File: config.mk
export PLATFORM = sky130hd
export DESIGN_NAME = sram_bank_ctrl
export DESIGN_NICKNAME = d
export VERILOG_FILES = /design/src/rtl/sram_bank_ctrl.sv
export SDC_FILE = /design/constraint.sdc
export NUM_CORES = 1
export LEC_CHECK = 0
export ABC_AREA = 1
export ABC_CLOCK_PERIOD_IN_PS = 1230
export BUFFER_PORTS_ARGS = -buffer_cell sky130_fd_sc_hd__buf_2
export CAP_MARGIN = 15
export CORE_ASPECT_RATIO = 0.9
export CORE_MARGIN = 2
export CORE_UTILIZATION = 41
export CTS_CLUSTER_SIZE = 30
export DETAILED_ROUTE_END_ITERATION = 7
export PLACE_DENSITY = 0.88
export RECOVER_POWER = 25
export SYNTH_ARGS = -nofsm -noshare
export SYNTH_HDL_FRONTEND = slang
export SYNTH_SLANG_ARGS = --single-unit
File: constraint.sdc
create_clock -name i_clk -period 1.23 [get_ports i_clk]
set_input_delay 0.0615 -clock i_clk [delete_from_list [all_inputs] [get_ports i_clk]]
set_output_delay 0.0615 -clock i_clk [all_outputs]
set_load 0.03 [all_outputs]
File: src/rtl/sram_bank_ctrl.sv
// sram_bank_ctrl: Wishbone classic slave that spreads one 32-bit bus port
// across NUM_BANKS 1rw1r SRAM macros. The RW port only writes and the R port
// only reads; the controller decodes the bank, pulses the active-low chip
// selects and absorbs the macro's one-cycle read latency.
//
// Build option: define SRAM_BANK_OOR_ERR_EN to add i_wb_adr_hi and answer
// accesses with non-zero upper address bits by o_wb_err, without touching the
// macros. Without it the upper bits do not exist and addresses wrap.
module sram_bank_ctrl #(
   parameter int NUM_BANKS  = 2,
   parameter int BANK_WORDS = 256,
   parameter int DW         = 32,
   localparam int SW  = DW / 8,
   localparam int RAW = $clog2(BANK_WORDS),
   localparam int BAW = (NUM_BANKS > 1) ? $clog2(NUM_BANKS) : 0,
   localparam int AW  = RAW + BAW + 2
) (
   input  logic                    i_clk,
   input  logic                    i_rst,
   input  logic [AW-1:0]           i_wb_adr,
`ifdef SRAM_BANK_OOR_ERR_EN
   input  logic [7:0]              i_wb_adr_hi,
`endif
   input  logic [DW-1:0]           i_wb_dat,
   input  logic [SW-1:0]           i_wb_sel,
   input  logic                    i_wb_we,
   input  logic                    i_wb_cyc,
   input  logic                    i_wb_stb,
   output logic [DW-1:0]           o_wb_rdt,
   output logic                    o_wb_ack,
   output logic                    o_wb_err,
   output logic [NUM_BANKS-1:0]    o_csb0,
   output logic                    o_web0,
   output logic [SW-1:0]           o_wmask0,
   output logic [RAW-1:0]          o_addr0,
   output logic [DW-1:0]           o_din0,
   output logic [NUM_BANKS-1:0]    o_csb1,
   output logic [RAW-1:0]          o_addr1,
   input  logic [NUM_BANKS*DW-1:0] i_dout1
);

   // Bank register needs at least one bit even when there is a single bank.
   localparam int BW = (BAW > 0) ? BAW : 1;

   typedef enum logic [2:0] {
      IDLE,
      WR,
      RD,
      RDW,
      ACK
   } state_t;

   state_t              state, state_nxt;
   logic                live, live_nxt;      // master still holds cyc for this access
   logic [BW-1:0]       bank_q, bank_nxt;    // bank of the access in flight
   logic [BW-1:0]       bank_in;
   logic [RAW-1:0]      row_in;
   logic                oor_in;

   logic [NUM_BANKS-1:0] csb0_nxt, csb1_nxt;
   logic [SW-1:0]        wmask0_nxt;
   logic [RAW-1:0]       addr0_nxt, addr1_nxt;
   logic [DW-1:0]        din0_nxt, rdt_nxt;
   logic                 ack_nxt, err_nxt;

   // Byte-lane bits of the address carry no meaning for a word-wide memory.
   logic unused_adr;
   assign unused_adr = ^i_wb_adr[1:0];

   assign row_in = i_wb_adr[RAW+1:2];

   generate
      if (BAW > 0) begin : g_bank
         assign bank_in = i_wb_adr[AW-1:RAW+2];
      end else begin : g_one_bank
         assign bank_in = '0;
      end
   endgenerate

`ifdef SRAM_BANK_OOR_ERR_EN
   assign oor_in = |i_wb_adr_hi;
`else
   assign oor_in = 1'b0;
`endif

   // The macro write enable is never needed: the RW port is write-only here.
   assign o_web0 = 1'b0;

   // Next-state and next-output decode; every registered output is computed
   // one cycle ahead so that it is valid during the state it belongs to.
   always_comb begin
      // NOTE: every signal gets a default before the case so no path leaves
      // one unassigned, which would otherwise infer a latch.
      state_nxt  = state;
      live_nxt   = live;
      bank_nxt   = bank_q;
      csb0_nxt   = '1;
      csb1_nxt   = '1;
      wmask0_nxt = o_wmask0;
      addr0_nxt  = o_addr0;
      din0_nxt   = o_din0;
      addr1_nxt  = o_addr1;
      rdt_nxt    = o_wb_rdt;
      ack_nxt    = 1'b0;
      err_nxt    = 1'b0;

      case (state)
         IDLE: begin
            if (i_wb_cyc && i_wb_stb) begin
               live_nxt = 1'b1;
               bank_nxt = bank_in;
               if (oor_in) begin
                  state_nxt = ACK;
                  err_nxt   = 1'b1;
               end else if (i_wb_we && (i_wb_sel == '0)) begin
                  state_nxt = ACK;
                  ack_nxt   = 1'b1;
               end else if (i_wb_we) begin
                  state_nxt         = WR;
                  csb0_nxt[bank_in] = 1'b0;
                  addr0_nxt         = row_in;
                  din0_nxt          = i_wb_dat;
                  wmask0_nxt        = i_wb_sel;
               end else begin
                  state_nxt         = RD;
                  csb1_nxt[bank_in] = 1'b0;
                  addr1_nxt         = row_in;
               end
            end
         end
         WR: begin
            live_nxt  = live & i_wb_cyc;
            state_nxt = live_nxt ? ACK : IDLE;
            ack_nxt   = live_nxt;
         end
         RD: begin
            live_nxt  = live & i_wb_cyc;
            state_nxt = RDW;
         end
         RDW: begin
            live_nxt  = live & i_wb_cyc;
            rdt_nxt   = i_dout1[bank_q*DW +: DW];
            state_nxt = live_nxt ? ACK : IDLE;
            ack_nxt   = live_nxt;
         end
         ACK: begin
            live_nxt  = 1'b0;
            state_nxt = IDLE;
         end
         default: begin
            live_nxt  = 1'b0;
            state_nxt = IDLE;
         end
      endcase
   end

   // State and output registers with synchronous reset.
   always_ff @(posedge i_clk) begin
      // NOTE: sequential state uses non-blocking assignment so all registers
      // update together from values sampled before the edge.
      if (i_rst) begin
         state    <= IDLE;
         live     <= 1'b0;
         bank_q   <= '0;
         o_csb0   <= '1;
         o_csb1   <= '1;
         o_wmask0 <= '0;
         o_addr0  <= '0;
         o_din0   <= '0;
         o_addr1  <= '0;
         o_wb_rdt <= '0;
         o_wb_ack <= 1'b0;
         o_wb_err <= 1'b0;
      end else begin
         state    <= state_nxt;
         live     <= live_nxt;
         bank_q   <= bank_nxt;
         o_csb0   <= csb0_nxt;
         o_csb1   <= csb1_nxt;
         o_wmask0 <= wmask0_nxt;
         o_addr0  <= addr0_nxt;
         o_din0   <= din0_nxt;
         o_addr1  <= addr1_nxt;
         o_wb_rdt <= rdt_nxt;
         o_wb_ack <= ack_nxt;
         o_wb_err <= err_nxt;
      end
   end

endmodule

; After elaboration in Yosys (flattened, before gate mapping)
; Index checks and enable logic that the tools add are counted.
[totals]
output_inout_bits = 91
ff_bits = 94
word_cells = 48
input_bits = 116
[classes]
bitwise = 6
shift = 1
reduce_logical = 12
order_cmp = 2
eq_ne = 4
mux = 12
[ops]
columns = cell, n
row1 = $shiftx A64 B7 Y32, 1
row2 = $reduce_or A5 Y1, 2
row3 = $mux W3, 3
row4 = $pmux W3 S3, 1
row5 = $reduce_and A4 Y1, 2
row6 = $eq A3 B2 Y1 const B, 2
row7 = $logic_not A4 Y1, 1
row8 = $mux W1, 4
row9 = $not A1 Y1, 4
row10 = $pmux W1 S2, 2
row11 = $eq A3 B1 Y1 const B, 1
row12 = $logic_and A1 B1 Y1, 3
row13 = $logic_not A3 Y1, 1
row14 = $reduce_or A3 Y1, 1
row15 = $lt A1 B2 Y1 const B, 1
row16 = $mux W2, 1
row17 = $ne A2 B2 Y1 const B, 1
row18 = $not A2 Y2, 1
row19 = $reduce_and A2 Y1, 1
row20 = $reduce_or A2 Y1, 1
row21 = $and A1 B1 Y1, 1
row22 = $demux W1 S1, 1
row23 = $ge A1 B1 Y1 const B, 1

; Longest topological paths before layout
[logic_depth]
depth_word = 5
depth_mapped = 8
ltp_nobuf = 7

; Worst setup path before layout
; Ideal clock, no wire load.
[synth_path]
path_type = register to register
start = register state[2]
end = register o_addr0[3]
path_stages_with_launch = 8
required_ns = 1.117
slack_ns = 0.000
t_arrival_ns = 1.117
n_path_buf = 1
cell_sequence = dfxtp_1 > nor2_4 > nand2_4 > nor2_8 > buf_2 > nand3_1 > nand2_1 > nor2_1
[synth_via]
elab_chain_cells = 2
[synth_lines]
columns = item, line_no
row1 = start: declaration, 53  ; state_t state, state_nxt;
row2 = start signal: assignment, 175  ; state <= state_nxt;
row3 = $logic_not A3 Y1, 107  ; case (state)
row4 = $reduce_and A4 Y1 (no source line), -
row5 = end signal: assignment, 181  ; o_addr0 <= addr0_nxt;
row6 = end: declaration, 35  ; output logic [RAW-1:0] o_addr0,
; No other way between the ends.
; A chain may end at the register's enable or synchronous reset.

; Final worst setup path
[layout_path]
start = register state[2]
end = register o_din0[11]
[layout_via]
elab_chain_cells = 2
[layout_lines]
columns = item, line_no
row1 = $logic_not A3 Y1, 107
row2 = $reduce_and A4 Y1 (no source line), -
row3 = end signal: assignment, 182  ; o_din0 <= din0_nxt;
row4 = end: declaration, 36  ; output logic [DW-1:0] o_din0,
; No other way between the ends.

==> flow_summary.json <==
{
  "first_pass_iters": 4,
  "ys_seq_area_share_pct": 46.0,
  "grt_usage_pct": 21.4,
  "antenna_found_initial": 0,
  "p_sw_share_pct": 28.4,
  "ys_types": 24,
  "hold_path.class": "in2reg",
  "grt_pass1_wl_um": 18300,
  "synth_ff_type": "dfxtp_1",
  "clock_sinks": 94,
  "areaGrowthSynthToFinish_pct": 42.5,
  "viasPerCell": 4.72,
  "syn_area_per_cell_sq_um": 7.24,
  "multiInputGateArea_sq_mm": 0.00181,
  "path_class": "reg2reg",
  "intPower_mw": 4.72,
  "ant_nets": 0,
  "pwr-share-seq_pct": 49.0,
  "cts_tree": "built",
  "yosysWarnings": 0,
  "syn_inst": 565,
  "clock_power_share_pct": 31.5,
  "vdd_drop_max_uv": 818,
  "yosys-top-cells-area": "dfxtp_1 (46%), nand2_1 (12%), nor2_1 (10%)",
  "worst_setup_path_start_kind": "flip-flop",
  "synth_top_area_share_pct": 46.0,
  "core_area_sq_mm": 0.00970,
  "drive_above_1_share_pct": 28.7,
  "fin_nets": 902,
  "violations": "setup timing",
  "fillCellCount": 876,
  "htree_levels": 3,
  "via_count": 4327,
  "p_leak_nw": 3.21,
  "p_per_area_mw_per_mm2": 1130,
  "arrival_ns": 1.52,
  "max_cap_violations": 0,
  "initial_utilization_pct": 42.2,
  "die_w_um": 109,
  "power.total_mw": 6.59,
  "switching_power_mw": 1.87,
  "dp_cells": 874,
  "wl_um": 11700,
  "hold_viol": 0,
  "pin_count": 207,
  "drt_iter0_drc": 327,
  "area.sequential_sq_mm": 0.00188,
  "syn_area_sq_mm": 0.00409,
  "finClkSkew_ns": 0.0131,
  "dp_hpwl_um": 7700,
  "yosysTopAreaCell": "dfxtp_1",
  "worstSkewPairLatency_ns": 0.36,
  "antenna_cells": 0,
  "cp_max_fo": 17,
  "yosys_register_bits": 94,
  "setup_viol": 26,
  "cts.path.max_buffers": 2,
  "max_freq_mhz": 791,
  "final_cell_mix": "buf_2 (174), nand2_1 (128), nor2_1 (112)",
  "setup_ws_ns": -0.0349,
  "clk_pin_slew_ns": 0.09,
  "chipHeight_um": 98.8,
  "period_minus_slack_ns": 1.26,
  "cp-end-kind": "flip-flop",
  "final_common_cell": "buf_2",
  "grt_pass1_vias": 4041,
  "wl_per_cell_um": 12.7,
  "drc": 0,
  "dieArea_sq_mm": 0.0108,
  "rsz0062_at_grt": "yes",
  "rows": 34,
  "stdcell_count": 917,
  "io_buffers": 202,
  "pwr-share-comb_pct": 19.5,
  "grt_overflow_total": 0,
  "cts_root_buffer": "clkbuf_8",
  "crit_required_ns": 1.49,
  "synth-async-reset-ratio_pct": 0,
  "drv_slew": 0,
  "numCtsBuffers": 9,
  "gp_congestion": 0.758,
  "outcome": "finished, violations left",
  "min_period_over_period_pct": 103,
  "synth_edf_count": 0,
  "utilization_pct": 60.1,
  "grt_max_degree": 48
}
-- layout make-up --
class,instances,share of cell area [%]
tap,126,2.70
multi-input combinational,374,31.0
clock inverter,4,0.772
sequential,94,32.3
clock buffer,12,2.66
inverter,61,3.99
timing repair buffer,246,26.6
-- stage by stage --
| stage | worst slack, ns | instance area, sq um | TNS, ns | hold WS [ns] |
|---|---|---|---|---|
| 2_1_floorplan | -0.0000248 | 4100 | -0.000562 | 0.131 |
| 3_3_place_gp | -0.0250 | 5320 | -0.0250 | 0.302 |
| 3_5_place_dp | -0.0395 | 5320 | -0.250 | 0.309 |
| 4_1_cts | -0.0147 | 5750 | -0.0946 | 0.000732 |
| 5_1_grt | -0.125 | 5830 | -4.87 | 0.0103 |
| 6_report | -0.0349 | 5830 | -0.395 | 0.0283 |
-- logic make-up (layout without fill, tap and decap cells) --
family,Yosys count,in the layout,synth area share (%)
AOI/OAI and AO/OA,38,38,8.65
buffers and inverters,98,323,10.4
other,1,2,0.0917
DFF,94,94,46.0
and+or+nand+nor,334,334,34.8
-- power groups by stage --
stage                     Clock, mW  Combinational (mW)  Sequential (mW)
after CTS                      2.17                1.26             3.23
after detailed placement          0                1.20             3.30
after floorplan                   0               0.516             3.52
final                          2.08                1.28             3.23
after global placement            0                1.18             3.29
after global routing           2.30                1.42             3.25
-- worst paths after layout --
kind / from / to / slack [ns] / cells after the start
worst max-delay path: state[2] / o_din0[11] / -0.03 / 7
worst min-delay path: i_wb_dat[3] / o_din0[3] / 0.03 / 5
worst max register to register: state[2] / o_din0[11] / -0.03 / 7
worst min register to register: o_din0[29] / o_din0[29] / 0.48 / 2
-- cell usage after synthesis, types with 3 or more instances --
cell      number
nand3_1       83
inv_1         58
buf_2          7
buf_1          6
a21oi_1        3
clkbuf_1      16
buf_4          3
dfxtp_1       94
nor2_1       112
buf_6          5
nand2_1      129
o211a_1       32
-- worst max-delay path, stage by stage, from the launching register on --
cell and delay, ns:
dfxtp_2 0.35, nor2_4 0.17, nand2_4 0.09, nor2_8 0.16, clkbuf_16 0.21, nand3_1 0.09
nand2_1 0.07, nor2_1 0.04
-- routing by layer --
layer | wire length, um | GRT usage, %
met5 | 0 | 0
met4 | 218 | 7.40
met3 | 912 | 6.48
met2 | 5690 | 38.3
met1 | 4860 | 23.7
-- flip-flops by register name, summed over array words and instances, names as in the netlist --
signal / flops
bank_q: 1
live: 1
o_addr0: 8
o_addr1: 8
o_csb0: 2
o_csb1: 2
o_din0: 32
o_wb_ack: 1
o_wb_rdt: 32
o_wmask0: 4
state: 3
-- repair_timing --
item                                    in CTS  in global routing
cloned                                       0                  4
setup buffers                                0                  1
resized for setup                            4                  4
pin swaps                                    0                  1
hold buffers                                22                  0
endpoints found under the hold margin       27                  0
endpoints found under the setup margin      42                 70
No activity file was read; power rests on OpenSTA's default activity.
